`src/rtl/conv_out_collector.sv`:
```
// Packs the valid samples of the conv output stream into a dense OUT_SIZE x OUT_SIZE raster of memory writes.
// Optional run/gap pattern checker: define CONV_COLLECT_CHECK_EN to enable err_gap.
module conv_out_collector #(
  parameter int OUT_SIZE = 28,
  parameter int IMG_SIZE = 32,
  parameter int DATA_W   = 16,
  parameter int ADDR_W   = 10
) (
  input  logic              clk,
  input  logic              rst,
  input  logic              start,
  input  logic              in_valid,
  input  logic [DATA_W-1:0] in_data,
  output logic              wr_en,
  output logic [ADDR_W-1:0] wr_addr,
  output logic [DATA_W-1:0] wr_data,
  output logic              busy,
  output logic              frame_done,
  output logic              overflow,
  output logic              err_gap
);

  localparam int CW = (OUT_SIZE > 1) ? $clog2(OUT_SIZE) : 1;
  localparam logic [CW-1:0]     LAST_IDX = CW'(OUT_SIZE - 1);
  localparam logic [ADDR_W-1:0] ROW_STEP = ADDR_W'(OUT_SIZE);

  typedef enum logic [1:0] {IDLE, COLLECT, DONE} state_t;

  state_t state, state_nxt;
  logic [CW-1:0]     col, row;
  logic [ADDR_W-1:0] base;
  logic              restart, accept, last, stray;

  always_comb begin
    restart = start && (state != DONE);
    accept  = (state == COLLECT) && in_valid && !start;
    last    = accept && (row == LAST_IDX) && (col == LAST_IDX);
    stray   = in_valid && (((state == IDLE) && !start) || (state == DONE));
  end

  always_ff @(posedge clk) begin
    if (rst) state <= IDLE;
    else     state <= state_nxt;
  end

  always_comb begin
    state_nxt = state;
    case (state)
      IDLE:    if (start) state_nxt = COLLECT;
      COLLECT: if (start) state_nxt = COLLECT;
               else if (last) state_nxt = DONE;
      DONE:    state_nxt = IDLE;
      default: state_nxt = IDLE;
    endcase
  end

  assign busy = (state == COLLECT);

  // base tracks row*OUT_SIZE so the address needs only an adder
  always_ff @(posedge clk) begin
    if (rst) begin
      wr_en      <= 1'b0;
      wr_addr    <= '0;
      wr_data    <= '0;
      frame_done <= 1'b0;
      overflow   <= 1'b0;
      col        <= '0;
      row        <= '0;
      base       <= '0;
    end else begin
      wr_en      <= accept;
      frame_done <= last;
      if (accept) begin
        wr_data <= in_data;
        wr_addr <= base + ADDR_W'(col);
        if (col == LAST_IDX) begin
          col  <= '0;
          row  <= row + CW'(1);
          base <= base + ROW_STEP;
        end else begin
          col <= col + CW'(1);
        end
      end
      if (restart) begin
        col      <= '0;
        row      <= '0;
        base     <= '0;
        overflow <= 1'b0;
      end else if (stray) begin
        overflow <= 1'b1;
      end
    end
  end

`ifdef CONV_COLLECT_CHECK_EN
  localparam int RW = $clog2(OUT_SIZE + 2);
  localparam int GW = $clog2(IMG_SIZE + 2);

  logic [RW-1:0] run_len;
  logic [GW-1:0] gap_len;
  logic          had_run;

  // gap is only judged between two runs, so leading idle never trips it
  always_ff @(posedge clk) begin
    if (rst || restart) begin
      run_len <= '0;
      gap_len <= '0;
      had_run <= 1'b0;
      err_gap <= 1'b0;
    end else if (state == COLLECT) begin
      if (in_valid) begin
        if (had_run && (gap_len != '0) && (gap_len != GW'(IMG_SIZE - OUT_SIZE)))
          err_gap <= 1'b1;
        gap_len <= '0;
        if (run_len == RW'(OUT_SIZE)) err_gap <= 1'b1;
        else                          run_len <= run_len + RW'(1);
      end else begin
        if (run_len != '0) begin
          had_run <= 1'b1;
          if (run_len != RW'(OUT_SIZE)) err_gap <= 1'b1;
        end
        run_len <= '0;
        if (gap_len != GW'(IMG_SIZE)) gap_len <= gap_len + GW'(1);
      end
    end
  end
`else
  assign err_gap = 1'b0;
`endif

endmodule

```
`config.mk`:
```
export PLATFORM = sky130hd
export DESIGN_NAME = conv_out_collector
export DESIGN_NICKNAME = d
export VERILOG_FILES = /design/src/rtl/conv_out_collector.sv
export SDC_FILE = /design/constraint.sdc
export NUM_CORES = 1
export LEC_CHECK = 0
export CORE_UTILIZATION = 40
export CTS_CLUSTER_SIZE = 8
export DETAILED_ROUTE_END_ITERATION = 10
export GPL_ROUTABILITY_DRIVEN = 1
export PLACE_DENSITY = 0.67
export SLEW_MARGIN = 20
export SYNTH_ARGS = -nofsm -noshare
export SYNTH_HDL_FRONTEND = slang
export SYNTH_SLANG_ARGS = --single-unit
```
`constraint.sdc`:
```
create_clock -name clk -period 4.15 [get_ports clk]
set_clock_uncertainty 0.2 [all_clocks]
set_input_delay 0.6225 -clock clk [delete_from_list [all_inputs] [get_ports clk]]
set_output_delay 0.6225 -clock clk [all_outputs]
set_load 0.02 [all_outputs]
```
==> key figures <==
Power and ir drop
  • Pwr dens: 307.6 mW/mm^2
  • Leak: 0.8853 nW
  • Maximum VDD drop: 0.0001755 V

Outcome
  • Outcome: finished clean

Setup path
  • Crit. End Element: register
  • Startpoint class of the critical path: primary input
  • Slowest stage delay, CP: about 570 ps
  • CP Max Fanout: 39
  • R2R Path Start: state[1]
  • Worst EP arrival: about 2800 ps
  • Slowest cell on the critical path: or4_1
  • Register-to-Register Path Depth: 5
  • Crit path kind: primary input to register
  • Crit path cell chain: clkdlybuf4s50_1, and4bb_2, buf_4, nand3_2, or4_1, a21oi_1
  • Required time worst endpoint: 4190 ps
  • Reg2reg setup slack: 1840 ps
  • Reg2reg end: base[7]

GRT
  • First-pass GRT wire length: 7.307 mm
  • GR Util met1: 0.2107
  • Initial antenna violation count: 0
  • Grt ovf: 0
  • Gr busiest metal: met2
  • Vias in the first global route: 1659
  • GRT Total Usage: 0.1727
  • Met3 Use GR: 0.04065
  • Routing usage on met2: 0.2960
  • Largest net degree at the start of global routing: 40

Die
  • Die width: 73.93 um
  • Initial core utilization: 0.4268
  • Die Height: ~74 um
  • I/O pin count: 51
  • Core area: about 0.0048 mm^2
  • Die Area: ~0.0055 mm^2
  • Row count: 25

Placed design
  • Placed cell areas: about 0.0026 mm^2
  • Routability cong.: 0.7830
  • DP HPWL: 2.891 mm
  • Port Buf Inserts: 49

Route
  • Post-route ant nets: 0
  • 1st-iter DRT viols: between 90 and 100
  • Total Wirelength: approximately 4.3 mm
  • WL/cell: around 12 um
  • Pre-antenna DRT Iters: 4
  • Avg Vias per Cell: 5.051
  • Final routed DRC violation total: 0
  • Routed via count: 1793

CTS
  • CTS Root Cell: clkbuf_8
  • Clk sink count: ~50
  • Clk_lat worst skew: around 300 ps
  • Post-CTS setup buffer count: 0
  • H-tree levels: 2
  • Maximum clock path buffer count: 2
  • TritonCTS buffer count: 5
  • CTS tree: yes
  • Clock transition at the registers of the reported paths: 90 ps
  • PostCTS Resize Cnt: 0
  • Hold buffer count at cts: 0

Synth
  • Yosys cell types: 37
  • Post-synth top flop: dfxtp_1
  • Ranking of synthesized cells by area: dfxtp_1 (47%), nand2_1 (9.4%), a21oi_1 (8.0%)
  • Seq cells post-synth: 49
  • Synth async-reset ratio: 0
  • Synth top area share: 0.4740
  • Sequential share of the synthesized area: 0.4740
  • Mapped Area: a little over 0.002 mm^2
  • Syn avg cell area: 8.516 um^2
  • Mapped Cells: 243
  • Post-synth EDFFs: 0
  • Syn Nets: 270
  • Synth warn: 0
  • Cell taking the most area after synthesis: dfxtp_1

Hold path
  • Min-Delay Endpoint: wr_data[1]
  • Min-Delay Path Depth: 2
  • Hold Path Origin: wr_data[1]
  • Hold crit path type: register to register

Finish
  • Post-Layout Inst Area: ~0.0027 mm^2
  • Synth-to-layout area growth: 29.63%
  • Layout Utilization: 0.5533
  • Fin nets: 314
  • Number of diodes: 0
  • FILL cells: 467
  • Layout cells sized above 1: 0.04167

Timing
  • Fin crit period: roughly 2800 ps
  • Pins over their slew limit: 0
  • Fin crit share: 0.6690
  • WHS: 255.3 ps
  • Slew margin rel.: 0.5049
  • F_max: 0.3602 GHz
  • RSZ-0062 raised after global routing: false
  • TNS Setup: 0 ps
  • Final hold violations: 0
  • Final setup violation count: 0
  • Worst-Margin Slew: 738.4 ps

Flow run
  • MaxCap Viol Count: 0
[Yosys cell counts, types with 5 or more instances]
cell,count
nand2_1,52
dfxtp_1,49
a21oi_1,33
nor2_1,16
xnor2_1,10
clkbuf_1,8
inv_1,7
a211oi_1,6
buf_2,6
ha_1,6
nor3_1,5
[layer usage]
layer / up-vias / share of wire
met5: - / 0
met4: 0 / 0.017
met3: 6 / 0.030
met2: 31 / 0.49
met1: 835 / 0.47
li1: 921 / -
[cell type report]
| type | count | area (um^2) | area share |
|---|---|---|---|
| Tap cell | 67 | 83.83 | 0.03125 |
| Timing Repair Buffer | 52 | 513.0 | 0.1912 |
| Sequential cell | 49 | 980.9 | 0.3657 |
| Clock inverter | 1 | 7.507 | 0.002799 |
| Inverter | 7 | 26.28 | 0.009795 |
| Clock buffer | 7 | 76.32 | 0.02845 |
| Multi-Input combinational cell | 172 | 994.7 | 0.3708 |
[registers in the layout (all words and copies together), names as in the netlist]
signal	count
frame_done	1
state	2
row	5
base	8
col	5
wr_en	1
wr_addr	10
wr_data	16
overflow	1
[through the flow]
step                      power (mW)  setup slack, ps  instances
after detailed placement      0.5647             1039        347
after CTS                     0.8348             1343        355
after global routing          0.8654             1204        355
after global placement        0.5643             1084        347
final                         0.8253             1374        355
after floorplan               0.5264             2231        243
[where the power goes]
part	internal (mW)	switching, mW
registers	0.478	0.00418
logic	0.0358	0.0354
clock network	0.119	0.153
[logic make-up after synthesis]
family                   count (synthesis)  synth area share
buffers and inverters                   22           0.04535
flip-flops                              49            0.4740
AND/OR/NAND/NOR                         97            0.2231
XOR/XNOR                                13           0.05502
other                                    1          0.001812
adder cells (fa/ha/maj)                  7           0.04595
AO/OA/AOI/OAI                           54            0.1548
[worst max-delay path: cells and delay by family]
kind                   cells  cell delay, ps
AO/OA/AOI/OAI              1             140
buffers and inverters      2             820
AND/OR/NAND/NOR            3            1200
[worst max path at each step]
stage / startpoint / endpoint / slack, ps / cells past startpoint
5_1_grt: start / base[9] / 1200 / 6
6_report: start / base[7] / 1370 / 6
3_3_place_gp: start / base[9] / 1080 / 6
4_1_cts: start / base[9] / 1340 / 6
2_1_floorplan: col[2] / wr_addr[8] / 2230 / 7
3_5_place_dp: start / base[9] / 1040 / 6
[cells in the final DEF (no fill, tap or decap), drive strengths merged, types with 4 or more instances in the layout]
master | synthesis | routed
a211oi | 6 | 6
a21oi | 33 | 33
clkbuf | 8 | 7
clkdlybuf4s50 | 0 | 49
dfxtp | 49 | 49
ha | 6 | 6
inv | 7 | 7
nand2 | 52 | 52
nor2 | 16 | 16
nor3 | 6 | 6
nor4 | 4 | 4
o21ai | 4 | 4
o31ai | 4 | 4
or4 | 4 | 4
xnor2 | 10 | 10
No activity file was read; power rests on OpenSTA's default activity.
